$ cat src/rtl/ex_alu_branch_unit.sv
// Execute stage: 16-op ALU with NZCV, condition check against the registered flags, branch target and link decisions.
// Every output is combinational except flags_q, which updates one cycle after a passing S-instruction. There is no backpressure.
module ex_alu_branch_unit #(
  parameter int WIDTH = 32
) (
  input  logic             CLK,
  input  logic             CLR,
  input  logic [WIDTH-1:0] a_in,
  input  logic [WIDTH-1:0] b_in,
  input  logic             shifter_carry,
  input  logic [3:0]       alu_op,
  input  logic             s_enable,
  input  logic [3:0]       cond,
  input  logic             b_instr,
  input  logic             bl_instr,
  input  logic [WIDTH-1:0] pc_in,
  input  logic [23:0]      imm24,
  output logic [WIDTH-1:0] alu_out,
  output logic [3:0]       alu_flags,
  output logic [3:0]       flags_q,
  output logic             cond_true,
  output logic             no_writeback,
  output logic [WIDTH-1:0] target_addr,
  output logic             branch_taken,
  output logic             bl_write
);

  logic [WIDTH-1:0] add_x;
  logic [WIDTH-1:0] add_y;
  logic             add_cin;
  logic             is_arith;
  logic [WIDTH-1:0] logic_res;
  logic [WIDTH:0]   sum;
  logic             flag_n;
  logic             flag_z;
  logic             flag_c;
  logic             flag_v;

  // Subtractions become X + ~Y + carry, so C is the ARM-style not-borrow.
  always_comb begin
    add_x     = a_in;
    add_y     = b_in;
    add_cin   = 1'b0;
    is_arith  = 1'b1;
    logic_res = '0;
    unique case (alu_op)
      4'h0, 4'h8: begin is_arith = 1'b0; logic_res = a_in & b_in;  end
      4'h1, 4'h9: begin is_arith = 1'b0; logic_res = a_in ^ b_in;  end
      4'h2, 4'hA: begin add_y = ~b_in; add_cin = 1'b1; end
      4'h3:       begin add_x = b_in; add_y = ~a_in; add_cin = 1'b1; end
      4'h4, 4'hB: begin add_cin = 1'b0; end
      4'h5:       begin add_cin = flags_q[1]; end
      4'h6:       begin add_y = ~b_in; add_cin = flags_q[1]; end
      4'h7:       begin add_x = b_in; add_y = ~a_in; add_cin = flags_q[1]; end
      4'hC:       begin is_arith = 1'b0; logic_res = a_in | b_in;  end
      4'hD:       begin is_arith = 1'b0; logic_res = b_in;         end
      4'hE:       begin is_arith = 1'b0; logic_res = a_in & ~b_in; end
      4'hF:       begin is_arith = 1'b0; logic_res = ~b_in;        end
    endcase
  end

  assign sum     = {1'b0, add_x} + {1'b0, add_y} + {{WIDTH{1'b0}}, add_cin};
  assign alu_out = is_arith ? sum[WIDTH-1:0] : logic_res;

  always_comb begin
    flag_n = alu_out[WIDTH-1];
    flag_z = (alu_out == '0);
    if (is_arith) begin
      flag_c = sum[WIDTH];
      flag_v = (add_x[WIDTH-1] == add_y[WIDTH-1]) && (sum[WIDTH-1] != add_x[WIDTH-1]);
    end else begin
      flag_c = shifter_carry;
      flag_v = flags_q[0];
    end
  end

  assign alu_flags    = {flag_n, flag_z, flag_c, flag_v};
  assign no_writeback = (alu_op[3:2] == 2'b10);

  always_comb begin
    cond_true = 1'b0;
    unique case (cond)
      4'h0: cond_true = flags_q[2];
      4'h1: cond_true = !flags_q[2];
      4'h2: cond_true = flags_q[1];
      4'h3: cond_true = !flags_q[1];
      4'h4: cond_true = flags_q[3];
      4'h5: cond_true = !flags_q[3];
      4'h6: cond_true = flags_q[0];
      4'h7: cond_true = !flags_q[0];
      4'h8: cond_true = flags_q[1] && !flags_q[2];
      4'h9: cond_true = !flags_q[1] || flags_q[2];
      4'hA: cond_true = (flags_q[3] == flags_q[0]);
      4'hB: cond_true = (flags_q[3] != flags_q[0]);
      4'hC: cond_true = !flags_q[2] && (flags_q[3] == flags_q[0]);
      4'hD: cond_true = flags_q[2] || (flags_q[3] != flags_q[0]);
      4'hE: cond_true = 1'b1;
      4'hF: cond_true = 1'b0;
    endcase
  end

  always_ff @(posedge CLK or negedge CLR) begin
    if (!CLR) begin
      flags_q <= 4'b0000;
    end else if (s_enable && cond_true) begin
      flags_q <= alu_flags;
    end
  end

  assign target_addr  = pc_in + {{(WIDTH-26){imm24[23]}}, imm24, 2'b00};
  assign branch_taken = (b_instr || bl_instr) && cond_true;
  assign bl_write     = bl_instr && cond_true;

endmodule

$ cat config.mk
export PLATFORM = sky130hd
export DESIGN_NAME = ex_alu_branch_unit
export DESIGN_NICKNAME = d
export VERILOG_FILES = /design/src/rtl/ex_alu_branch_unit.sv
export SDC_FILE = /design/constraint.sdc
export NUM_CORES = 1
export LEC_CHECK = 0
export BUFFER_PORTS_ARGS = -buffer_cell sky130_fd_sc_hd__buf_2
export CAP_MARGIN = 20
export CORE_MARGIN = 4
export CORE_UTILIZATION = 45
export CTS_BUF_LIST = sky130_fd_sc_hd__clkbuf_8
export DETAILED_ROUTE_END_ITERATION = 7
export PLACE_DENSITY = 0.71
export SYNTH_ARGS = -nofsm -noshare
export SYNTH_HDL_FRONTEND = slang
export SYNTH_SLANG_ARGS = --single-unit
$ cat constraint.sdc
create_clock -name CLK -period 18.44 [get_ports CLK]
set_input_delay 4.61 -clock CLK [delete_from_list [all_inputs] [get_ports CLK]]
set_output_delay 4.61 -clock CLK [all_outputs]
set_load 0.05 [all_outputs]
==> results.json <==
{
  "status": "completed",
  "hold_ws_ns": 0.593,
  "arrival_ns": 11.27,
  "stdcell_area_mm2": 0.00806,
  "vias": 8716,
  "htreeDepth": 1,
  "hold_path.startpoint": "flags_q[2]",
  "place.port_buffers": 205,
  "largest_register_ffs": 4,
  "synth_area_mm2": 0.00699,
  "start_kind": "input pin",
  "synth_area_per_cell_um2": 6.41,
  "yosys-top-cells-area": "ha_1 (16%), o21ai_0 (10%), nand2_1 (7.4%)",
  "final.period_utilization": 0.861,
  "worstMarginPinSlew_ns": 0.860,
  "finalClockSkew_ns": 0.00491,
  "dr.first_iter.drc_count": 769,
  "synth.distinct_cells": 84,
  "cts.sinks": 4,
  "tns_ns": 0,
  "gp_congestion": 0.918,
  "clock.fmax_mhz": 63.0,
  "via_per_inst": 6.10,
  "io_pins": 210,
  "grt_pass1_vias": 7824,
  "synthArstFlopShare": 1.00,
  "leakagePower_nw": 3.93,
  "largest_register": "flags_q",
  "ys_ff_latch": 4,
  "regToRegSetupSlack_ns": 12.94,
  "drv_slew": 0,
  "reg2reg_to": "flags_q[2]",
  "rows": 45,
  "cts_hold_buf": 0,
  "rr_worst_depth": 16,
  "area_growth_pct": 15.3,
  "cts_resized": 0,
  "fin_crit_ns": 15.88,
  "synthFlopType": "dfrtp_1",
  "synth_edf_count": 0,
  "layout.nets": 1473,
  "slew_headroom": 0.426,
  "nFillCells": 1575,
  "synth_top_area_cell": "ha_1",
  "critical_path_class": "in -> out",
  "start_util": 0.460,
  "vdd.ir_drop.worst_v": 0.0000471,
  "register_area_um2": 100,
  "startpoint": "alu_op[0]",
  "dp.cells": 1427,
  "post-dp-hpwl_um": 19200,
  "cap_violations": 0,
  "grt_pass1_wl_um": 39200,
  "grt_overflow": 0,
  "crit_end": "alu_flags[2]",
  "cts.reportedPaths.clkPinSlew_ns": 0.03,
  "critPathCaptureType": "output pin",
  "drtPass1Iterations": 5,
  "rsz0062_at_grt": "false",
  "cts_buffers": 3,
  "crit_path_max_fanout": 62,
  "worst_hold_path_type": "reg -> reg",
  "cts_setup_buffers": 0,
  "grt_antenna_before_repair": 0,
  "ant_nets": 0,
  "dpl-instance-area_mm2": 0.00801,
  "synthCells": 1090,
  "die_area_mm2": 0.0176,
  "antenna_cells": 0,
  "top_regs": "flags_q x4",
  "final_cells": 1430,
  "power_density_mw_per_mm2": 62.7,
  "ys_seq_area_frac": 0.0143,
  "die_h_um": 133,
  "grt_use_total": 0.262,
  "final_core_util": 0.530,
  "syn-num-nets": 1319,
  "grt_max_degree": 63,
  "wl_per_cell_um": 17.3,
  "setup_viol": 0,
  "clk_latency_ns": 0.23,
  "core_area_mm2": 0.0152,
  "drt_wl_total_um": 24700,
  "ctsLongestPathBuffers": 2,
  "drc_errors": 0,
  "drive_gt1_frac": 0.201,
  "cts_root_buf": "clkbuf_8",
  "r2r_start": "flags_q[1]",
  "cts_tree": "yes",
  "synth.top_cell.area_share": 0.165,
  "multi_input_area_mm2": 0.00622,
  "worst_ep_required_time_ns": 13.83,
  "hold_viol_final": 0,
  "ys_warn_count": 0,
  "die_x_um": 133
}
==> area by class of cell <==
type | instances | area share
multi-input cells | 925 | 0.773
repair buffers | 214 | 0.136
clock buffers | 3 | 0.00513
inverters | 96 | 0.0447
well taps | 188 | 0.0292
flip-flops and latches | 4 | 0.0124
==> cell usage in the layout, fill, tap and decap left out, types with 8 or more instances in the layout <==
| master | count |
|---|---|
| buf_2 | 205 |
| o21ai_0 | 142 |
| nand2_1 | 137 |
| inv_1 | 95 |
| ha_1 | 92 |
| a21oi_1 | 87 |
| nor2_1 | 75 |
| xnor2_1 | 35 |
| a21o_1 | 24 |
| nand3_1 | 22 |
| xor2_1 | 19 |
| nand4_1 | 15 |
| nor3_1 | 14 |
| o31ai_1 | 14 |
| o21a_1 | 13 |
| a31oi_1 | 13 |
| o211ai_1 | 12 |
| o221ai_1 | 12 |
| mux2i_1 | 11 |
| o22ai_1 | 10 |
| or3_1 | 10 |
| buf_4 | 9 |
| a211oi_1 | 8 |
==> layer usage <==
metal	vias to the layer above	GRT usage	routed length (um)
met2	389	0.446	11100
met4	0	0.0855	866
li1	4316	-	-
met1	3952	0.342	10700
met5	-	0	0
met3	59	0.0357	2110
==> cells by family after synthesis <==
family / synth area share
compound gates: 0.383
simple gates: 0.235
buf+inv: 0.0996
fa+ha+maj: 0.173
xor+xnor: 0.0677
mux: 0.0270
flops: 0.0143
==> through the flow <==
stage               setup WS (ns)  total power [mW]
finish                       2.56             0.505
global placement             2.77             0.479
CTS                          2.64             0.503
floorplan                    2.32             0.372
detailed placement           2.66             0.482
global route                 1.99             0.544
==> report_power, final <==
group / internal (mW) / leakage (nW) / switching, mW
combinational: 0.145 / 3.86 / 0.325
clock: 0.0140 / 0.0216 / 0.00523
sequential: 0.0121 / 0.0508 / 0.00501
total: 0.171 / 3.93 / 0.335
==> worst min-delay path by stage <==
| stage | endpoint | slack [ns] | cells after the start |
|---|---|---|---|
| after floorplan | flags_q[2] | 0.81 | 2 |
| after global placement | flags_q[2] | 0.59 | 2 |
| after detailed placement | flags_q[2] | 0.58 | 2 |
| after CTS | flags_q[2] | 0.59 | 2 |
| after global routing | flags_q[3] | 0.62 | 1 |
| final | flags_q[2] | 0.59 | 2 |
==> worst max-delay path, stage by stage <==
cell,delay (ns)
buf_2,0.07
buf_4,0.52
nand3_2,0.82
o31ai_4,0.23
buf_4,0.41
nor2_1,0.09
a211oi_1,0.27
fa_1,0.27
fa_1,0.26
nor2b_4,0.06
o21ai_1,0.10
or3b_1,0.35
a211o_1,0.27
or4_1,0.50
or4_1,0.51
nor4_1,0.25
nand4b_1,0.20
or4b_1,0.52
or4b_4,0.52
nor2_1,0.12
buf_2,0.28
==> cells in the mapped netlist (13+ instances only) <==
master	n
o21ai_0	142
nand2_1	137
inv_1	95
ha_1	92
a21oi_1	87
nor2_1	75
clkbuf_1	42
xnor2_1	35
a21o_1	24
nand3_1	23
xor2_1	19
nand4_1	15
nor3_1	15
o31ai_1	15
a31oi_1	13
o21a_1	13
(Power assumes the default switching activity.)
